<file path="config.mk">
export PLATFORM = sky130hd
export DESIGN_NAME = instruction_fetch
export DESIGN_NICKNAME = d
export VERILOG_FILES = /design/src/rtl/instruction_fetch_pkg.sv /design/src/rtl/instruction_fetch_fifo.sv /design/src/rtl/instruction_fetch.sv
export SDC_FILE = /design/constraint.sdc
export NUM_CORES = 1
export LEC_CHECK = 0
export BUFFER_PORTS_ARGS = -buffer_cell sky130_fd_sc_hd__buf_4
export CAP_MARGIN = 5
export CORE_ASPECT_RATIO = 1.4
export CORE_MARGIN = 5
export CORE_UTILIZATION = 56
export DETAILED_ROUTE_END_ITERATION = 7
export PLACE_DENSITY = 0.9
export SYNTH_ARGS = -nofsm -noshare
export SYNTH_HDL_FRONTEND = slang
export SYNTH_HIERARCHICAL = 1
export SYNTH_SLANG_ARGS = --single-unit
</file>
<file path="constraint.sdc">
create_clock -name clk -period 3.4 [get_ports clk]
set_input_delay 0.34 -clock clk [delete_from_list [all_inputs] [get_ports clk]]
set_output_delay 0.34 -clock clk [all_outputs]
set_load 0.01 [all_outputs]
</file>
<file path="src/rtl/instruction_fetch_pkg.sv">
// rtl/instruction_fetch_pkg.sv - shared types and constants for the instruction fetch stage
package instruction_fetch_pkg;

    localparam logic [31:0] RESET_PC_DEFAULT = 32'h0000_0000;

    typedef struct packed {
        logic [31:0] pc;
        logic [31:0] instr;
    } fetch_entry_t;

    typedef enum logic [1:0] {
        ST_IDLE,
        ST_REQ,
        ST_WAIT
    } fetch_state_t;

endpackage

</file>
<file path="src/rtl/instruction_fetch_fifo.sv">
// rtl/instruction_fetch_fifo.sv - small output buffer of fetched {pc, instr} entries
module instruction_fetch_fifo
    import instruction_fetch_pkg::*;
#(
    parameter int DEPTH = 2,
    parameter int CW    = $clog2(DEPTH) + 1
) (
    input  logic         clk,
    input  logic         reset,
    input  logic         push,
    input  fetch_entry_t push_data,
    input  logic         pop,
    input  logic         flush,
    output fetch_entry_t head,
    output logic [CW-1:0] count
);
    localparam int AW = $clog2(DEPTH);

    fetch_entry_t mem [DEPTH];
    logic [AW-1:0] wr_ptr;
    logic [AW-1:0] rd_ptr;

    assign head = mem[rd_ptr];

    // DEPTH is a power of two, so the pointers wrap on their own.
    always_ff @(posedge clk or negedge reset) begin
        if (!reset) begin
            wr_ptr <= '0;
            rd_ptr <= '0;
            count  <= '0;
            for (int i = 0; i < DEPTH; i++) begin
                mem[i] <= '0;
            end
        end else if (flush) begin
            wr_ptr <= '0;
            rd_ptr <= '0;
            count  <= '0;
        end else begin
            if (push) begin
                mem[wr_ptr] <= push_data;
                wr_ptr      <= wr_ptr + AW'(1);
            end
            if (pop) begin
                rd_ptr <= rd_ptr + AW'(1);
            end
            count <= count + {{(CW-1){1'b0}}, push} - {{(CW-1){1'b0}}, pop};
        end
    end

endmodule

</file>
<file path="src/rtl/instruction_fetch.sv">
// rtl/instruction_fetch.sv - PC, instruction memory request FSM and decode-facing buffer
module instruction_fetch
    import instruction_fetch_pkg::*;
#(
    parameter logic [31:0] RESET_PC   = RESET_PC_DEFAULT,
    parameter int          FIFO_DEPTH = 2
) (
    input  logic        clk,
    input  logic        reset,
    output logic        imem_req,
    output logic [31:0] imem_addr,
    input  logic        imem_gnt,
    input  logic        imem_rvalid,
    input  logic [31:0] imem_rdata,
    input  logic        redirect_valid,
    input  logic [31:0] redirect_pc,
    output logic [31:0] instr,
    output logic [31:0] instr_pc,
    output logic        instr_valid,
    input  logic        instr_ready,
    output logic        fetch_error
);
    localparam int CW = $clog2(FIFO_DEPTH) + 1;

    fetch_state_t  state;
    fetch_state_t  state_next;
    logic [31:0]   pc;
    logic [31:0]   pc_next;
    logic [31:0]   req_pc;
    logic          discard;
    logic          discard_next;
    logic          push;
    logic          pop;
    logic [CW-1:0] count;
    logic [CW-1:0] count_next;
    logic          space;
    fetch_entry_t  push_entry;
    fetch_entry_t  head;

    assign pop        = instr_valid && instr_ready && !redirect_valid;
    assign push       = (state == ST_WAIT) && imem_rvalid && !discard && !redirect_valid;
    assign push_entry = '{pc: req_pc, instr: imem_rdata};

    // Occupancy after this edge; nothing is outstanding whenever a new request is considered.
    assign count_next = redirect_valid ? '0
                      : count + {{(CW-1){1'b0}}, push} - {{(CW-1){1'b0}}, pop};
    assign space      = count_next < CW'(FIFO_DEPTH);

    assign imem_req    = (state == ST_REQ);
    assign imem_addr   = req_pc;
    assign instr_valid = (count != '0);
    assign instr       = head.instr;
    assign instr_pc    = head.pc;

    always_comb begin
        state_next   = state;
        pc_next      = pc;
        discard_next = discard;

        // A stale request (discard set) must not advance pc, which already holds the target.
        if (redirect_valid) begin
            pc_next = {redirect_pc[31:2], 2'b00};
        end else if ((state == ST_REQ) && imem_gnt && !discard) begin
            pc_next = pc + 32'd4;
        end

        case (state)
            ST_IDLE: if (space) state_next = ST_REQ;
            ST_REQ:  if (imem_gnt) state_next = ST_WAIT;
            ST_WAIT: if (imem_rvalid) state_next = space ? ST_REQ : ST_IDLE;
            default: state_next = ST_IDLE;
        endcase

        if (redirect_valid) begin
            if (state == ST_REQ) begin
                discard_next = 1'b1;
            end else if (state == ST_WAIT) begin
                discard_next = !imem_rvalid;
            end
        end else if ((state == ST_WAIT) && imem_rvalid) begin
            discard_next = 1'b0;
        end
    end

    always_ff @(posedge clk or negedge reset) begin
        if (!reset) begin
            state       <= ST_IDLE;
            pc          <= RESET_PC;
            req_pc      <= RESET_PC;
            discard     <= 1'b0;
            fetch_error <= 1'b0;
        end else begin
            state       <= state_next;
            pc          <= pc_next;
            discard     <= discard_next;
            fetch_error <= redirect_valid && (redirect_pc[1:0] != 2'b00);
            // The address is frozen for the whole request so it stays stable until granted.
            if ((state_next == ST_REQ) && (state != ST_REQ)) begin
                req_pc <= pc_next;
            end
        end
    end

    instruction_fetch_fifo #(
        .DEPTH (FIFO_DEPTH),
        .CW    (CW)
    ) u_fifo (
        .clk       (clk),
        .reset     (reset),
        .push      (push),
        .push_data (push_entry),
        .pop       (pop),
        .flush     (redirect_valid),
        .head      (head),
        .count     (count)
    );

endmodule
</file>
After elaboration in Yosys (flattened, before gate mapping)
Cells that the tools add are included.
{"block": "op_classes", "eq_ne": 5, "n_bitwise": 3, "magnitude_cmp": 4, "add_sub_neg": 5, "mux": 22, "reduce_logical": 21}
{"operator": "$mux 64", "n": 4}
{"operator": "$bwmux 128", "n": 1}
{"operator": "$demux 64 s1", "n": 1}
{"operator": "$mux 32", "n": 2}
{"operator": "$add 32x3->32 const B", "n": 1}
{"operator": "$logic_and 1x1->1", "n": 10}
{"operator": "$reduce_bool 2->1", "n": 5}
{"operator": "$mux 1", "n": 9}
{"operator": "$mux 2", "n": 4}
{"operator": "$pmux 2 s3", "n": 1}
{"operator": "$eq 2x1->1 const B", "n": 2}
{"operator": "$ge 2x2->1 const B", "n": 2}
{"operator": "$not 1->2", "n": 2}
{"operator": "$reduce_and 2->1", "n": 2}
{"operator": "$logic_not 1->1", "n": 3}
{"operator": "$ne 3x2->1 const B", "n": 1}
{"operator": "$add 1x1->1 const B", "n": 2}
{"operator": "$add 2x1->2", "n": 1}
{"operator": "$eq 2x2->1 const B", "n": 1}
{"operator": "$logic_not 2->1", "n": 1}
{"operator": "$lt 2x1->1 const B", "n": 1}
{"operator": "$lt 2x2->1 const B", "n": 1}
{"operator": "$ne 2x1->1 const B", "n": 1}
{"operator": "$sub 2x1->2", "n": 1}
{"operator": "$not 1->1", "n": 1}
{"block": "word_totals", "inputBits": 70, "ff_bits": 200, "output_inout_bits": 99}

Depth between registers and ports, before layout
{"block": "logic_depth", "ltp_word": 13, "depth_mapped": 11}

Hierarchy
Netlist, hierarchy kept.
{"module": "instruction_fetch_fifo", "area_per_inst_um2": 6048.3, "n_inst": 1, "cells_each": 358}
{"module": "instruction_fetch", "area_per_inst_um2": 3508.4, "n_inst": 1, "cells_each": 334}

Least setup slack after synthesis
OpenSTA, ideal clock, no wires.
{"block": "synth_timing", "kind": "input -> register", "startpoint": "input redirect_valid", "endpoint": "register req_pc[0] (netlist: imem_addr[0])", "setup_slack_ns": 0.711, "setup_ns": 0.125, "path_stages": 10, "arrival_time_ns": 2.564, "path_cell_list": "clkbuf_1 -> inv_1 -> clkbuf_1 -> and3_1 -> ha_1 -> xor2_1 -> and3_1 -> o31ai_4 -> buf_2 -> mux2_2"}
{"block": "synth_via", "word_cells_on_any_way": 14, "cone_classes": "add/sub (2); order compare (1); eq/ne (1); mux (6); reduce/logical (4)"}
{"element": "start: declaration", "line_no": "instruction_fetch.sv:15", "rtl": "input logic redirect_valid,"}
{"element": "$logic_not 1->1 (*)", "line_no": "instruction_fetch.sv:40", "rtl": "assign pop = instr_valid && instr_ready && !redirect_valid;"}
{"element": "$logic_and 1x1->1 (*)", "line_no": "instruction_fetch.sv:40"}
{"element": "via pop", "line_no": "instruction_fetch.sv:33", "rtl": "logic pop;"}
{"element": "$sub 2x1->2 (*)", "line_no": "instruction_fetch.sv:46", "rtl": ": count + {{(CW-1){1'b0}}, push} - {{(CW-1){1'b0}}, pop};"}
{"element": "$mux 2 (*)", "line_no": "instruction_fetch.sv:45", "rtl": "assign count_next = redirect_valid ? '0"}
{"element": "$lt 2x2->1 (*)", "line_no": "instruction_fetch.sv:47", "rtl": "assign space = count_next < CW'(FIFO_DEPTH);"}
{"element": "$mux 1", "line_no": "instruction_fetch.sv:70", "rtl": "ST_WAIT: if (imem_rvalid) state_next = space ? ST_REQ : ST_IDLE;"}
{"element": "$mux 2", "line_no": "instruction_fetch.sv:70"}
{"element": "$pmux 2 s3 (*)", "line_no": "instruction_fetch.sv:67", "rtl": "case (state)"}
{"element": "$eq 2x1->1 (*)", "line_no": "instruction_fetch.sv:98", "rtl": "if ((state_next == ST_REQ) && (state != ST_REQ)) begin"}
{"element": "$logic_and 1x1->1 (*)", "line_no": "instruction_fetch.sv:98"}
{"element": "end signal: assignment", "line_no": "instruction_fetch.sv:99", "rtl": "req_pc <= pc_next;"}
{"element": "end: declaration", "line_no": "instruction_fetch.sv:29", "rtl": "logic [31:0] req_pc;"}
Mark *: on every way through the listed nets, which the timed path passes. The rest lies on a longest branch.
A chain may end at the register's enable or synchronous reset.

Worst setup path in the final report
{"block": "layout_timing", "startpoint": "register u_fifo.count[1]", "endpoint": "register req_pc[4] (netlist: imem_addr[4])"}
{"block": "layout_via", "elab_chain_cells": 11, "word_cells_on_any_way": 13, "cone_classes": "add/sub (2); order compare (1); eq/ne (1); mux (5); reduce/logical (4)"}
{"element": "start: declaration", "line_no": "instruction_fetch_fifo.sv:15", "rtl": "output logic [CW-1:0] count"}
{"element": "start signal: assignment", "line_no": "instruction_fetch_fifo.sv:46", "rtl": "count <= count + {{(CW-1){1'b0}}, push} - {{(CW-1){1'b0}}, pop};"}
{"element": "$reduce_bool 2->1 (*)", "line_no": "instruction_fetch.sv:51", "rtl": "assign instr_valid = (count != '0);"}
{"element": "$logic_and 1x1->1 (*) (2 in series)", "line_no": "instruction_fetch.sv:40"}
{"element": "via pop", "line_no": "instruction_fetch.sv:33"}
{"element": "$sub 2x1->2 (*)", "line_no": "instruction_fetch.sv:46"}
{"element": "$mux 2 (*)", "line_no": "instruction_fetch.sv:45"}
{"element": "$lt 2x2->1 (*)", "line_no": "instruction_fetch.sv:47"}
{"element": "$mux 1", "line_no": "instruction_fetch.sv:70"}
{"element": "$mux 2", "line_no": "instruction_fetch.sv:70"}
{"element": "$pmux 2 s3 (*)", "line_no": "instruction_fetch.sv:67"}
{"element": "$eq 2x1->1 (*)", "line_no": "instruction_fetch.sv:98"}
{"element": "$logic_and 1x1->1 (*)", "line_no": "instruction_fetch.sv:98"}
Marked as above.

==> impl_summary.md <==
Run status
The run finished, with violations left. The checks that failed: negative hold slack.

Global route
The number of antenna violations at the first check in global routing was 0. The total track usage is 21.7%. The via count of the first global-routing pass is 6585.

The overall overflow remaining after global route is 0. Entering global routing, the biggest net connects 101 pins. The first global-routing pass estimated 34000 um of wire.

Yosys
Counting flops with an async set or reset pin after synthesis yields a share of 100%. The synthesized area is around 9600 um^2. The synthesized netlist devotes 4.60% of its cell area to compound gates. Synthesis instantiated 60 different standard cells from the library. Summing the areas of all fa, ha and maj instances in the mapped netlist gives 0.524% of the synthesized area. The net count after synthesis is roughly 770.

The portion of netlist area occupied by mux cells is 28.1%. Sequential elements use roughly 52% of the synthesized area. The xor/xnor share of the synthesized area is ~2.3%. In this run, synthesis produced a sequential element count of 200. The mean post-synth cell area is 13.8 um^2. After synthesis, the largest family of logic cells by area is multiplexers. The number of instances in the synthesized netlist is 692. The largest area contributor in the synthesized netlist is sky130_fd_sc_hd__dfrtp_1.

Ranked by total cell area, the synthesized netlist is headed by sky130_fd_sc_hd__dfrtp_1, sky130_fd_sc_hd__mux2_2, sky130_fd_sc_hd__mux2_4. The total of warnings raised by yosys is 6. The synthesized design devotes to its leading area cell type 52.4% of total area. The number of flops mapped to enable cells by yosys is 0. For this run, the leading register cell type out of synthesis is sky130_fd_sc_hd__dfrtp_1.

After Yosys synthesis, and, or, nand and nor cells account for between 8 and 9% of the synthesized area.

Clocking
CTS saw 200 sinks. Clock-pin slew was measured on the worst setup and hold paths at 0.07 ns. TritonCTS built the clock tree.

The number of buffers on the longest clock path is 2. After clock tree synthesis, the flow added hold-fix buffers numbering 0. The tree is rooted in a sky130_fd_sc_hd__clkbuf_16. The maximum level of the CTS H-tree is 4. The number of buffers inserted by post-CTS setup repair is 0. The number of clock buffers added by TritonCTS is 17. The clock latency reported for the late side of the worst-skew pair is ~0.43 ns. The number of gates given a new drive strength after cts is 0.

STA
Setup violations remaining at the end of the flow were counted as 0. The routed design could run at a clock period as short as approximately 2.8 ns. Hold timing on the final database bottoms out at a slack of -0.0132 ns. The worst max-slew margin expressed relative to the limit is a little under half. At the pin with the least slew margin, the transition time is 0.808 ns. The number of failing hold endpoints at the final stage is 5. The count of pins over their slew limit is 0. For the final database, setup skew stands at 0.00790 ns. The total negative setup slack is 0 ns. Once routing completed, OpenROAD measured the worst setup slack at 0.562 ns. Setup repair after global routing left no endpoint under its margin. Based on the critical path, the design can be clocked at up to ~350 MHz. The ratio of final minimum period to clock period is between 80% and 90%.

Detailed routing
For this run, the detailed router's first-pass iteration total came to 5. The total via count in the routed design is a little over 6k. Using the TritonRoute via totals, the vias-per-cell ratio works out to about 5.7. The final routed wire length divided by cell count is 19.4 um. For this run, design rule violations remaining after detail routing come to 0. The detailed router finished its first iteration with 365 violations. The remaining antenna violation count is 0. After detailed routing, the total wire length is 20800 um.

Placement
The global placement routability congestion is ~0.82. At the placement stage, the worst setup path has a slack of 0.618 ns. Summing all placed instances gives a cell area of 10900 um^2. The number of placed instances, taps included, is 1040. After legalization and detailed placement, the total HPWL measured 14500 um.

During placement, the flow inserted port buffers numbering 168.

Floorplan
The die is 165 um tall. In this run the count of I/O pins placed on the die edge is ~170. The die area is around 20000 um^2. Once the floorplan was initialized, standard cells occupied 57.1% of the core.

Measured along the x axis, the die boundary spans 120 um. The core area is 16700 um^2. In this run the core area contains 56 standard-cell rows.

Pwr
The internal power of the cells totals 5.17 mW. Of the total power, registers draw 44.1%. Combinational logic is responsible for roughly 29% of the overall power. The fraction of power spent switching nets is between 30% and 40%. Of the total power, the clock network draws between 20% and 30%.

The maximum VDD drop is about 0.38 mV. Summed over all cells, the static leakage comes to 5.75 nW. For this design the total switching power over the nets is 2.22 mW.

Dividing total power by cell area gives a power density of 644 nW/um^2.

Critical path
The slowest stage cell on the critical path is sky130_fd_sc_hd__o31ai_4. The startpoint identified for the worst register-to-register timing path is u_fifo/count[1]$_DFF_PN0_. The largest driver fanout on the critical path is 34. At the worst endpoint, the required time is 3.71 ns. In this run the critical register-to-register path is captured at imem_addr[4]$_DFFE_PN0P_.

The most numerous cell type found on the critical path is sky130_fd_sc_hd__and3_1. The worst register-to-register path has a setup slack of 0.56 ns. The kind of critical path is flip-flop to flip-flop. At the worst endpoint, the arrival time is 3.14 ns. Walking the worst path, the cells encountered are or2_2 > and3_1 > ha_1 > xor2_1 > and3_1 > o31ai_4 > buf_12 > mux2_2.

The kind of capture point of the worst setup path is a flip-flop. For this run, the slowest stage of the critical path takes between 0.4 and 0.5 ns. STA classifies the critical path startpoint as a flip-flop. The length in cells of the worst reg-to-reg path is 8.

Layout
The growth of design area from synthesis to finish is 20.1%. In the final design database the tool counted 930 nets. The finished layout holds 1071 standard cells, fillers aside.

In the final layout, the share of cells above drive strength 1 is 50.8%. The area of the multi-input gates is 4180 um^2. In the final layout, flip-flops and latches occupy ~5000 um^2. Counting the fill cells in the layout gives between 1k and 1.5k. 0 antenna diodes ended up in the layout. The utilization after layout is 68.5%. The finished cells cover between 10000 and 15000 um^2.

Run
Across the run, the number of max-cap violations was 0.

Min path
The tightest min-delay check is of the input pin to asynchronous set/reset pin type.
layout by cell type (no fill, tap or decap), types with 2 or more instances in the layout:
| cell | instances |
|---|---|
| sky130_fd_sc_hd__mux2_2 | 152 |
| sky130_fd_sc_hd__nor4_1 | 6 |
| sky130_fd_sc_hd__clkbuf_16 | 17 |
| sky130_fd_sc_hd__inv_6 | 2 |
| sky130_fd_sc_hd__a21oi_1 | 18 |
| sky130_fd_sc_hd__a31oi_1 | 2 |
| sky130_fd_sc_hd__nor3_1 | 12 |
| sky130_fd_sc_hd__a22o_1 | 3 |
| sky130_fd_sc_hd__nand2b_1 | 2 |
| sky130_fd_sc_hd__xor2_1 | 4 |
| sky130_fd_sc_hd__and4_1 | 2 |
| sky130_fd_sc_hd__and3_1 | 15 |
| sky130_fd_sc_hd__clkbuf_1 | 2 |
| sky130_fd_sc_hd__nor4_2 | 2 |
| sky130_fd_sc_hd__mux2_1 | 6 |
| sky130_fd_sc_hd__a21boi_0 | 2 |
| sky130_fd_sc_hd__and2_1 | 3 |
| sky130_fd_sc_hd__bufinv_16 | 2 |
| sky130_fd_sc_hd__xnor2_1 | 19 |
| sky130_fd_sc_hd__nand4_1 | 8 |
| sky130_fd_sc_hd__clkinvlp_4 | 4 |
| sky130_fd_sc_hd__dfrtp_1 | 199 |
| sky130_fd_sc_hd__buf_12 | 4 |
| sky130_fd_sc_hd__o21ai_0 | 14 |
| sky130_fd_sc_hd__nor2_1 | 18 |
| sky130_fd_sc_hd__a21bo_2 | 6 |
| sky130_fd_sc_hd__inv_1 | 16 |
| sky130_fd_sc_hd__o31ai_1 | 4 |
| sky130_fd_sc_hd__inv_8 | 2 |
| sky130_fd_sc_hd__o311ai_0 | 2 |
| sky130_fd_sc_hd__nor2b_1 | 6 |
| sky130_fd_sc_hd__nand2_1 | 29 |
| sky130_fd_sc_hd__ha_1 | 4 |
| sky130_fd_sc_hd__mux2_4 | 60 |
| sky130_fd_sc_hd__buf_4 | 174 |
| sky130_fd_sc_hd__a211o_1 | 2 |
| sky130_fd_sc_hd__nand3_2 | 2 |
| sky130_fd_sc_hd__nand3_1 | 14 |
through the flow:
stage | hold WS, ns | total power [mW]
global placement | 0.463 | 5.40
global route | 0.0632 | 7.79
finish | -0.0132 | 7.39
floorplan | 0.0444 | 4.41
detailed placement | 0.471 | 5.48
CTS | 0.0252 | 7.48
worst max path at each step:
stage	from	to	slack, ns
final	u_fifo/count[1]$_DFF_PN0_	imem_addr[4]$_DFFE_PN0P_	0.56
after global routing	u_fifo/count[1]$_DFF_PN0_	imem_addr[26]$_DFFE_PN0P_	0.47
after CTS	u_fifo/count[1]$_DFF_PN0_	imem_addr[4]$_DFFE_PN0P_	0.59
after detailed placement	u_fifo/count[1]$_DFF_PN0_	imem_addr[12]$_DFFE_PN0P_	0.62
after global placement	u_fifo/count[1]$_DFF_PN0_	imem_addr[2]$_DFFE_PN0P_	0.73
after floorplan	redirect_valid	imem_addr[0]$_DFFE_PN0P_	0.71
power by group through the flow:
stage | combinational [mW] | clock, mW | sequential [mW]
6_report | 2.15 | 1.98 | 3.26
3_5_place_dp | 2.18 | 0 | 3.31
2_1_floorplan | 1.17 | 0 | 3.23
5_1_grt | 2.33 | 2.13 | 3.33
4_1_cts | 2.19 | 2.03 | 3.26
3_3_place_gp | 2.11 | 0 | 3.28
worst max-delay path, delay by kind of cell, from the launching register on:
family | cells | cell delay [ns]
DFF | 1 | 0.40
muxes | 1 | 0.36
adders and majority gates | 1 | 0.23
and+or+nand+nor | 3 | 0.78
AOI/OAI and AO/OA | 1 | 0.47
buffers and inverters | 1 | 0.27
xor gates and xnor gates | 1 | 0.18
per-layer routing:
metal	routed length, um	track usage [%]	vias up
li1	-	-	2817
met1	8530	26.6	3122
met2	11100	39.3	161
met3	848	4.04	16
met4	271	6.08	0
met5	0	0	-
kinds of logic after synthesis:
family | count (synthesis)
AND/OR/NAND/NOR | 132
AO/OA/AOI/OAI | 63
adder cells (fa/ha/maj) | 4
multiplexers | 219
XOR/XNOR | 24
buffers and inverters | 50
flip-flops | 200
sequential cells by signal, indices dropped and copies added, names as in the netlist:
signal	cells
u_fifo/rd_ptr	1
u_fifo/mem	128
state	2
fetch_error	1
u_fifo/wr_ptr	1
u_fifo/count	2
imem_addr	32
discard	1
pc	32
synthesized netlist by cell type (all sizes together) (8+ instances only):
cell type and n:
xnor2 19, nand3 16, nor3 13, dfrtp 200
inv 16, nor2 18, o21ai 14, nand2 29
nand4 8, nor4 9, a21oi 18, buf 27
and3 15, mux2 218
cell type report:
cell class	count	area share (%)
tap	203	2.21
inverter	16	0.523
clock buffer	19	3.77
timing repair buffer	179	12.2
sequential	200	43.6
clock inverter	12	1.25
multi-input combinational	442	36.4
Power figures use the tool's default switching activity.
